$ cat config.mk
export PLATFORM = sky130hd
export DESIGN_NAME = flag_branch_resolver
export DESIGN_NICKNAME = d
export VERILOG_FILES = /design/src/rtl/flag_branch_resolver.sv
export SDC_FILE = /design/constraint.sdc
export NUM_CORES = 1
export LEC_CHECK = 0
export ABC_AREA = 1
export CORE_UTILIZATION = 43
export DETAILED_ROUTE_END_ITERATION = 8
export PLACE_DENSITY = 0.87
export SKIP_CTS_REPAIR_TIMING = 1
export SYNTH_ARGS = -nofsm -noshare
export SYNTH_HDL_FRONTEND = slang
export SYNTH_SLANG_ARGS = --single-unit
$ cat constraint.sdc
create_clock -name clk -period 1.45 [get_ports clk]
set_input_delay 0.435 -clock clk [delete_from_list [all_inputs] [get_ports clk]]
set_output_delay 0.435 -clock clk [all_outputs]
set_load 0.05 [all_outputs]
$ cat src/rtl/flag_branch_resolver.sv
// Branch resolver on the consumer side of the {Z,V,N} flag register.
// It holds decoded branches until every in-flight flag write has landed, then reports taken/not-taken.
module flag_branch_resolver #(
   parameter int MAX_PEND = 3,
   parameter int CNT_W    = 2
) (
   input  logic             clk,
   input  logic             rst_n,
   input  logic             flag_issue,
   input  logic             flag_wen,
   input  logic [2:0]       flag_d,
   input  logic             flush,
   input  logic             br_valid,
   input  logic [2:0]       br_cond,
   output logic             br_ready,
   output logic             br_done,
   output logic             br_taken,
   output logic [2:0]       flags_q,
   output logic [CNT_W-1:0] pend_q,
   output logic             err_ovf
);

   localparam logic [1:0] ST_IDLE = 2'd0;
   localparam logic [1:0] ST_WAIT = 2'd1;
   localparam logic [1:0] ST_RESP = 2'd2;

   localparam logic [CNT_W-1:0] PEND_MAX  = CNT_W'(MAX_PEND);
   localparam logic [CNT_W-1:0] PEND_ZERO = CNT_W'(0);
   localparam logic [CNT_W-1:0] PEND_ONE  = CNT_W'(1);

   // Flag layout is {Z,V,N}.
   function automatic logic eval_cond(input logic [2:0] cond, input logic [2:0] fl);
      logic z;
      logic v;
      logic n;
      logic res;
      z = fl[2];
      v = fl[1];
      n = fl[0];
      case (cond)
         3'd0:    res = ~z;
         3'd1:    res = z;
         3'd2:    res = ~z & ~n;
         3'd3:    res = n;
         3'd4:    res = z | ~n;
         3'd5:    res = z | n;
         3'd6:    res = v;
         3'd7:    res = 1'b1;
         default: res = 1'b0;
      endcase
      return res;
   endfunction

   logic [1:0]       state;
   logic [1:0]       state_next;
   logic [2:0]       cond_q;
   logic [2:0]       cond_next;
   logic [2:0]       flags_next;
   logic [CNT_W-1:0] pend_next;
   logic             ovf_set;
   logic             handshake;
   logic             done_q;
   logic             taken_q;

   assign br_ready  = (state == ST_IDLE);
   assign br_done   = done_q;
   assign br_taken  = taken_q;
   assign handshake = br_valid & br_ready & ~flush;

   // Pending counter: saturates at both ends, overflow flagged when an issue is dropped.
   always_comb begin
      pend_next = pend_q;
      ovf_set   = 1'b0;
      if (flag_issue && !flag_wen) begin
         if (pend_q == PEND_MAX) begin
            ovf_set = 1'b1;
         end else begin
            pend_next = pend_q + PEND_ONE;
         end
      end else if (flag_wen && !flag_issue) begin
         if (pend_q == PEND_ZERO) begin
            pend_next = pend_q;
         end else begin
            pend_next = pend_q - PEND_ONE;
         end
      end else begin
         pend_next = pend_q;
      end
   end

   // Next state and held condition; flush only abandons a branch that is still waiting.
   always_comb begin
      state_next = state;
      cond_next  = cond_q;
      flags_next = flag_wen ? flag_d : flags_q;
      case (state)
         ST_IDLE: begin
            if (handshake) begin
               cond_next  = br_cond;
               state_next = (pend_next == PEND_ZERO) ? ST_RESP : ST_WAIT;
            end else begin
               state_next = ST_IDLE;
            end
         end
         ST_WAIT: begin
            if (flush) begin
               state_next = ST_IDLE;
            end else if (pend_next == PEND_ZERO) begin
               state_next = ST_RESP;
            end else begin
               state_next = ST_WAIT;
            end
         end
         ST_RESP: state_next = ST_IDLE;
         default: state_next = ST_IDLE;
      endcase
   end

   // State, flags and result registers; the result uses the flags committed at the RESP entry edge.
   always_ff @(posedge clk or negedge rst_n) begin
      if (!rst_n) begin
         state   <= ST_IDLE;
         cond_q  <= 3'd0;
         flags_q <= 3'd0;
         pend_q  <= PEND_ZERO;
         err_ovf <= 1'b0;
         done_q  <= 1'b0;
         taken_q <= 1'b0;
      end else begin
         state   <= state_next;
         cond_q  <= cond_next;
         flags_q <= flags_next;
         pend_q  <= pend_next;
         err_ovf <= err_ovf | ovf_set;
         done_q  <= (state_next == ST_RESP);
         taken_q <= (state_next == ST_RESP) & eval_cond(cond_next, flags_next);
      end
   end

endmodule

==> results <==
## power by group through the flow
stage,sequential (W),clock (W),combinational (W)
floorplan,0.000747,0,0.000328
global placement,0.000570,0,0.000963
detailed placement,0.000578,0,0.000976
CTS,0.000571,0.000226,0.000985
global route,0.000581,0.000252,0.00109
finish,0.000573,0.000219,0.00104
## sequential cells by signal (all words and copies together), names as in the netlist
| name | flops |
|---|---|
| br_done | 1 |
| br_taken | 1 |
| cond_q | 3 |
| err_ovf | 1 |
| flags_q | 3 |
| pend_q | 2 |
| state | 2 |
## stage by stage
stage / util (%) / hold WS, ns
finish: 77.7 / 0.456
global route: 77.7 / 0.469
CTS: 75.2 / 0.459
detailed placement: 73.3 / 0.528
floorplan: - / 0.139
global placement: 73.3 / 0.503
## routing by layer
metal  up-vias  wire, microns  GRT usage, %
li1        296              -             -
met1       272            597          22.3
met2        18            821          35.7
met3         2             46          1.67
met4         0             17          10.0
met5         -              0             0
## synth_stat cells (all sizes together)
cell,count,area (sq um)
a21oi,1,8.76
a21o,1,8.76
dfrtp,13,325
nand3,8,40.0
nor2,7,51.3
o21a,1,7.51
nand2,27,114
inv,12,45.1
o21ai,6,37.5
## area by class of cell
| class | instances | area (sq um) |
|---|---|---|
| Clock buffer | 4 | 26.3 |
| Fill cell | 79 | 298 |
| Inverter | 12 | 45.0 |
| Multi-Input combinational cell | 51 | 275 |
| Sequential cell | 13 | 325 |
| Tap cell | 15 | 18.8 |
| Timing Repair Buffer | 26 | 345 |
## path summary, 6_finish.rpt
path	from	endpoint	slack (ns)	depth (start not counted)
max in group asynchronous	rst_n	state[0]	0.83	2
worst max register to register	state[0]	br_taken	0.02	9
min in group clk	err_ovf	err_ovf	0.54	1
worst max-delay path	state[0]	br_ready	-0.03	2
worst min register to register	err_ovf	err_ovf	0.54	1
worst min-delay path	rst_n	flags_q[0]	0.46	2
## cell families (layout without fill, tap and decap cells)
family	count (synthesis)	after routing	share of synthesized area, %
flops	13	13	51.0
compound gates	9	9	9.80
buf+inv	12	42	7.06
simple gates	42	42	32.2
==> results.cfg <==
[routing]
vias = 588
vias_per_cell = 4.86
drc = 0
drtAntennaViolNets = 0
dr.pass1.iters = 4
wl_per_cell_microns = 12.2
routed_wl_mm = 1.48
drtIter0Drc = 13

[placement]
place.gp.congestion = 0.739
dpl.hpwl_mm = 1.03
place_area_sq_um = 977
place_ws_ns = -0.371
io_buffers = 20
post-place-cells = 115

[cts]
cts_made_buffers = 3
cts.sinks = 13
htreeDepth = 1
clk_pin_slew_ns = 0.08
cts_root_buffer = clkbuf_4
cts_tree = yes
clock_latency_ns = 0.27
cts_buffer_depth = 2

[cells_and_area]
layout_common_cells = 21 x nand2_1, 13 x dfrtp_1, 9 x inv_1, 9 x buf_12
layout_commonest_cell = nand2_1
layout.nets = 119
drive_above_1_share_pct = 34.0
antenna_cells = 0
final_cell_area_sq_um = 1040
area_growth_syn_to_layout_pct = 62.4
instances_no_fill = 121

[setup_path]
path_class = reg2out
slowest_delay_ns = 0.41
crit_required_ns = 1.02
crit_buf_inv = 1
crit_arrival_ns = 1.04
crit_path_start_kind = register
endpoint_kind = primary output
path_delay_family = flip-flops
cp_max_fo = 4
path_cells = nor2_4, buf_12
slowest_stage = dfrtp_1

[run]
maxCapViolCount = 0

[power]
pwr-share-clk_pct = 12.0
total_power_w = 0.00183
power.share.switching_pct = 42.5
vdd_drop_max_v = 0.00112
comb_power_share_pct = 56.7
p_int_w = 0.00105
seq_power_share_pct = 31.3
power.switching_w = 0.000777
pwr_density_cell_nw_per_um2 = 1760
leakagePower_nw = 0.559

[synth]
synth-seq-cells = 13
synth_nets = 88
syn_avg_cell_area_sq_um = 8.40
synth.distinct_cells = 15
synthCells = 76
yosysWarningCount = 0
syn_area_sq_um = 638
ys_seq_area_share_pct = 51.0

[timing]
finalMaxSlewViolations = 0
worst_clock_skew_ns = 0.00664
final.setup.worst_slack_ns = -0.0280
rsz0062_at_grt = true
setup_viol = 1
finalWorstPathRequiredPeriod_ns = 1.48
fin_crit_sh_pct = 102
tightest_slew_ns = 0.239
relSlewSlack_pct = 83.9
fmax_mhz = 677
setup-tns-final_ns = -0.0280
hold_viol = 0

[die]
initial_utilization_pct = 47.8
die_y_microns = 40.5
pin_count = 21
dieArea_sq_um = 1640
num_rows = 13
die_w_microns = 40.5
core_area_sq_um = 1330

[status]
status = finished with violations
violations = negative setup slack

[hold_path]
hold_path.class = in2async

[grt]
grt_overflow = 0
antenna_found_initial = 0
grt_pass1_vias = 528
grt_pass1_wl_mm = 2.07
track_usage_pct = 19.6
grt_max_degree = 14
(Power assumes the default switching activity.)
==> patch 1: new RTL, same flow settings <==
Make the reset (`rst_n`) synchronous in one clocked block.
--- a/src/rtl/flag_branch_resolver.sv
+++ b/src/rtl/flag_branch_resolver.sv
@@ -118,5 +118,5 @@
 
    // State, flags and result registers; the result uses the flags committed at the RESP entry edge.
-   always_ff @(posedge clk or negedge rst_n) begin
+   always_ff @(posedge clk) begin
       if (!rst_n) begin
          state   <= ST_IDLE;
Function: differs if rst_n is asserted again (counterexample within 4 cycles, from zero or initial values and one cycle with rst_n low); with rst_n held inactive, the same outputs for 10 cycles.
==> patch 1 against the unedited design <==
Sequential cell count did not move. Worst setup slack improved by 39 ps. Non-clock buffer count rose by 4. Die area fell by 0.91%. Highest routed layer unchanged. Core utilization rose by 1.3 points. Hold slack improved by 71 ps. Via count rose by 15%. Routed wire length rose by 15%. Final area rose by 1.7%. Sequential share of layout area fell by 6.7 points. Count of clock-buffer cells in the layout did not move. Area after synthesis fell by 0.98%.
Power is not compared: it rests on default switching activity, and its combinational part moved more than twofold at a synthesized area within 25%.
==> patch 1: results (changes against the unedited design) <==
cp_data_arrival_time_ps: 1620  # +580 ps
viasPerCell: 4.91  # +1.1%
dp_slack_ps: -362  # +9.64 ps
synth_area_leaders: "dfxtp_1, nand2_1, inv_1"
grt_pass1_wl_um: 2100  # +1.3%
track_usage_pct: 20.0  # +0.42 points
min-delay-start: "flags_q[1]"
critPathMaxStageDelay_ps: 340  # -70 ps
dr_total_vias: 678  # +15%
grt_pass1_vias: 523  # -0.95%
gp_congestion: 0.736  # -0.31%
place_inst: 132  # +15%
holdCritPathClass: "reg2reg"
wl_per_cell_um: 12.4  # +0.87%
skew_ps: 14.7  # +8.07 ps
vdd_drop_max_mv: 0.583
yosys_warnings: 0  # unchanged
p_int_uw: 607
first_iter_violations: 14  # +1
tightest_slew_ps: 261  # +22.6 ps
layout.nets: 136  # +14%
crit_fanout: 5  # +1
cts_inserted_buffers: 3  # unchanged
clk_path_buf_depth: 2  # unchanged
crit_start: "state[0]"
yosysUniqueCellTypes: 19  # +4
drive_above_1_share_pct: 30.1  # -3.9 points
grt_start_max_net_pins: 10  # -4
root_buffer: "clkbuf_4"
status: "completed"
dpl_cell_area_sq_um: 1000  # +2.4%
synthTopCellsByCount: "nand2_1, dfxtp_1, inv_1, nor2_1, nand3_1"
maxCapViolations: 0  # unchanged
async_reset_ff_share_pct: 0  # -100 points
port_buffers: 20  # unchanged
leakagePower_nw: 0.512
crit_slowest_cell: "dfxtp_1"
largestRegisters: "cond_q x3, flags_q x3"
synth_seq_area_share_pct: 41.2  # -9.8 points
antenna_found_initial: 0  # unchanged
syn_nets: 101  # +15%
dp_hpwl_um: 1120  # +8.3%
clk_latency_ps: 290  # +20 ps
clk_pin_slew_worst_paths_ps: 90
syn_area_per_cell_sq_um: 7.10  # -15%
htreeDepth: 1  # unchanged
==> patch 1: cell families (layout without fill, tap and decap cells) <==
group                  Yosys count  after routing  share of synthesized area [%]
AOI/OAI and AO/OA               12             12                           11.7
buffers and inverters           16             50                           9.51
and+or+nand+nor                 48             48                           37.6
DFF                             13             13                           41.2
==> patch 1: power by group through the flow <==
stage	registers, mW	clock network (mW)	logic, mW
3_5_place_dp	0.398	0	0.249
3_3_place_gp	0.397	0	0.243
6_report	0.390	0.238	0.262
5_1_grt	0.392	0.260	0.279
4_1_cts	0.390	0.234	0.250
2_1_floorplan	0.425	0	0.0946
==> patch 1: path summary, 6_finish.rpt <==
kind | slack (ps) | cells past startpoint | to
setup reg to reg | 10 | 9 | br_taken
hold / removal | 530 | 2 | flags_q[1]
setup / recovery | 10 | 9 | br_taken
hold reg to reg | 530 | 2 | flags_q[1]
==> patch 1: layer usage <==
metal	up-vias	part of all wire [%]	global-route usage (%)
met2	29	45	32.9
li1	346	-	-
met5	-	0	0
met1	296	46	23.7
met4	0	4.5	12.5
met3	7	4.9	3.33
==> patch 1: area by class of cell <==
type                       instances  area (sq um)
clock buffer                       4          26.3
timing repair buffer              30           373
multi-input combinational         60           315
inverter                          16          60.1
tap                               15          18.8
fill                              94           280
sequential                        13           260
==> patch 1: critical path: cells and delay by family, from the launching register on <==
kind            cells  cell delay (ps)
simple gates        7              630
buf+inv             1              160
flops               1              340
compound gates      1              200
==> patch 2: new RTL, config.mk and constraints unchanged <==
Made on the original files. `CNT_W`: 2 -> 3.
--- a/src/rtl/flag_branch_resolver.sv
+++ b/src/rtl/flag_branch_resolver.sv
@@ -3,5 +3,5 @@
 module flag_branch_resolver #(
    parameter int MAX_PEND = 3,
-   parameter int CNT_W    = 2
+   parameter int CNT_W    = 3
 ) (
    input  logic             clk,
Ports: changed (resized pend_q); port bits go from 21 to 22. The function was not compared with the original's and may differ.
==> patch 2 against the unedited design <==
The flow still finishes with violations (setup timing). Core utilization increased by 7.6 points. Sequential share of layout area down 7.6 points. Sequential cell count up 1. Count of clock-buffer cells in the layout stayed put. Area after synthesis increased by 27%. Final area up 44%. Combinational power rose by 91%. Power up 63%. Worst setup slack worse by 74 ps. Routed wire length grew 71%. Hold slack got worse by 33 ps. Fmax is 4.8% lower.
==> patch 2: results (changes against the unedited design) <==
status: "finished with violations"
violations: "setup timing"
gp_congestion: 0.856  # +16%
fill_cells: 87  # +10%
regToRegSetupSlack_ps: -60  # -80 ps
wl_met1_um: 1040  # +74%
route.met2.wl_um: 1320  # +60%
yosysUniqueCellTypes: 18  # +3
grt_start_max_net_pins: 15  # +1
setup-tns-final_ps: -286  # -257 ps
crit_fanout: 2  # -2
layout.nets: 164  # +38%
clk_pin_slew_worst_paths_ps: 100  # +20 ps
dp_slack_ps: -468  # -96.5 ps
largestRegisters: "cond_q x3, flags_q x3, pend_q x3"
viasPerCell: 4.98  # +2.4%
p_sw_mw: 1.37  # +76%
dp_hpwl_um: 1550  # +51%
r2r_cells: 10  # +1
setup_slack_ps: -102  # -73.9 ps
synth_area_leaders: "dfrtp_1, nand2_1, inv_1"
track_usage_pct: 23.6  # +4.0 points
r2r-start: "pend_q[0]"
grt_pass1_vias: 779  # +48%
skew_ps: 4.07  # -2.57 ps
finalSetupViolations: 5  # +4
tightest_slew_ps: 282  # +43.1 ps
finalWirelength_um: 2540  # +71%
leakagePower_nw: 0.728  # +30%
first_iter_violations: 12  # -1
syn_nets: 117  # +33%
patch 2: worst max path at each step:
| stage | from | end | slack, ps | cells after the start |
|---|---|---|---|---|
| 2_1_floorplan | pend_q[0] | br_taken | -50 | 10 |
| 3_3_place_gp | flag_wen | br_taken | -440 | 10 |
| 3_5_place_dp | flag_wen | br_taken | -470 | 10 |
| 4_1_cts | flag_wen | br_taken | -180 | 9 |
| 5_1_grt | flush | br_taken | -170 | 10 |
| 6_report | state[1] | br_ready | -100 | 3 |
patch 2: routing by layer:
layer / up-vias / track usage (%)
met5: - / 0
met4: 0 / 12.1
met1: 411 / 26.1
li1: 413 / -
met3: 10 / 6.75
met2: 27 / 40.6
patch 2: worst max-delay path: cells and delay by family (launching register included):
kind,cells,cell delay (ps)
buffers and inverters,2,250
DFF,1,430
and+or+nand+nor,1,130
patch 2: power groups by stage:
stage	logic (mW)	registers, mW	clock network [mW]
after floorplan	0.714	0.872	0
after global placement	1.61	0.652	0
after detailed placement	1.65	0.654	0
after CTS	1.67	0.648	0.304
after global routing	2.11	0.682	0.331
final	1.99	0.668	0.314
patch 2: final cells by class:
type                    instances  area (sq um)  area share [%]
multi-input cells              72           518            34.8
clock buffers                   4          36.3            2.44
repair buffers                 42           483            32.5
inverters                      16          65.1            4.37
flip-flops and latches         14           354            23.8
well taps                      25          31.3            2.10
patch 2: logic make-up after synthesis:
kind of cell | count (synthesis) | synth area share (%)
flops | 14 | 43.3
fa+ha+maj | 3 | 4.64
compound gates | 8 | 6.49
simple gates | 61 | 38.2
buf+inv | 16 | 7.42
patch 2: per-stage QoR:
step	instances	cell area, sq um	hold WS [ps]
6_report	173	1490	423
5_1_grt	173	1490	437
4_1_cts	166	1350	434
3_5_place_dp	162	1310	508
3_3_place_gp	162	1310	488
2_1_floorplan	102	863	139
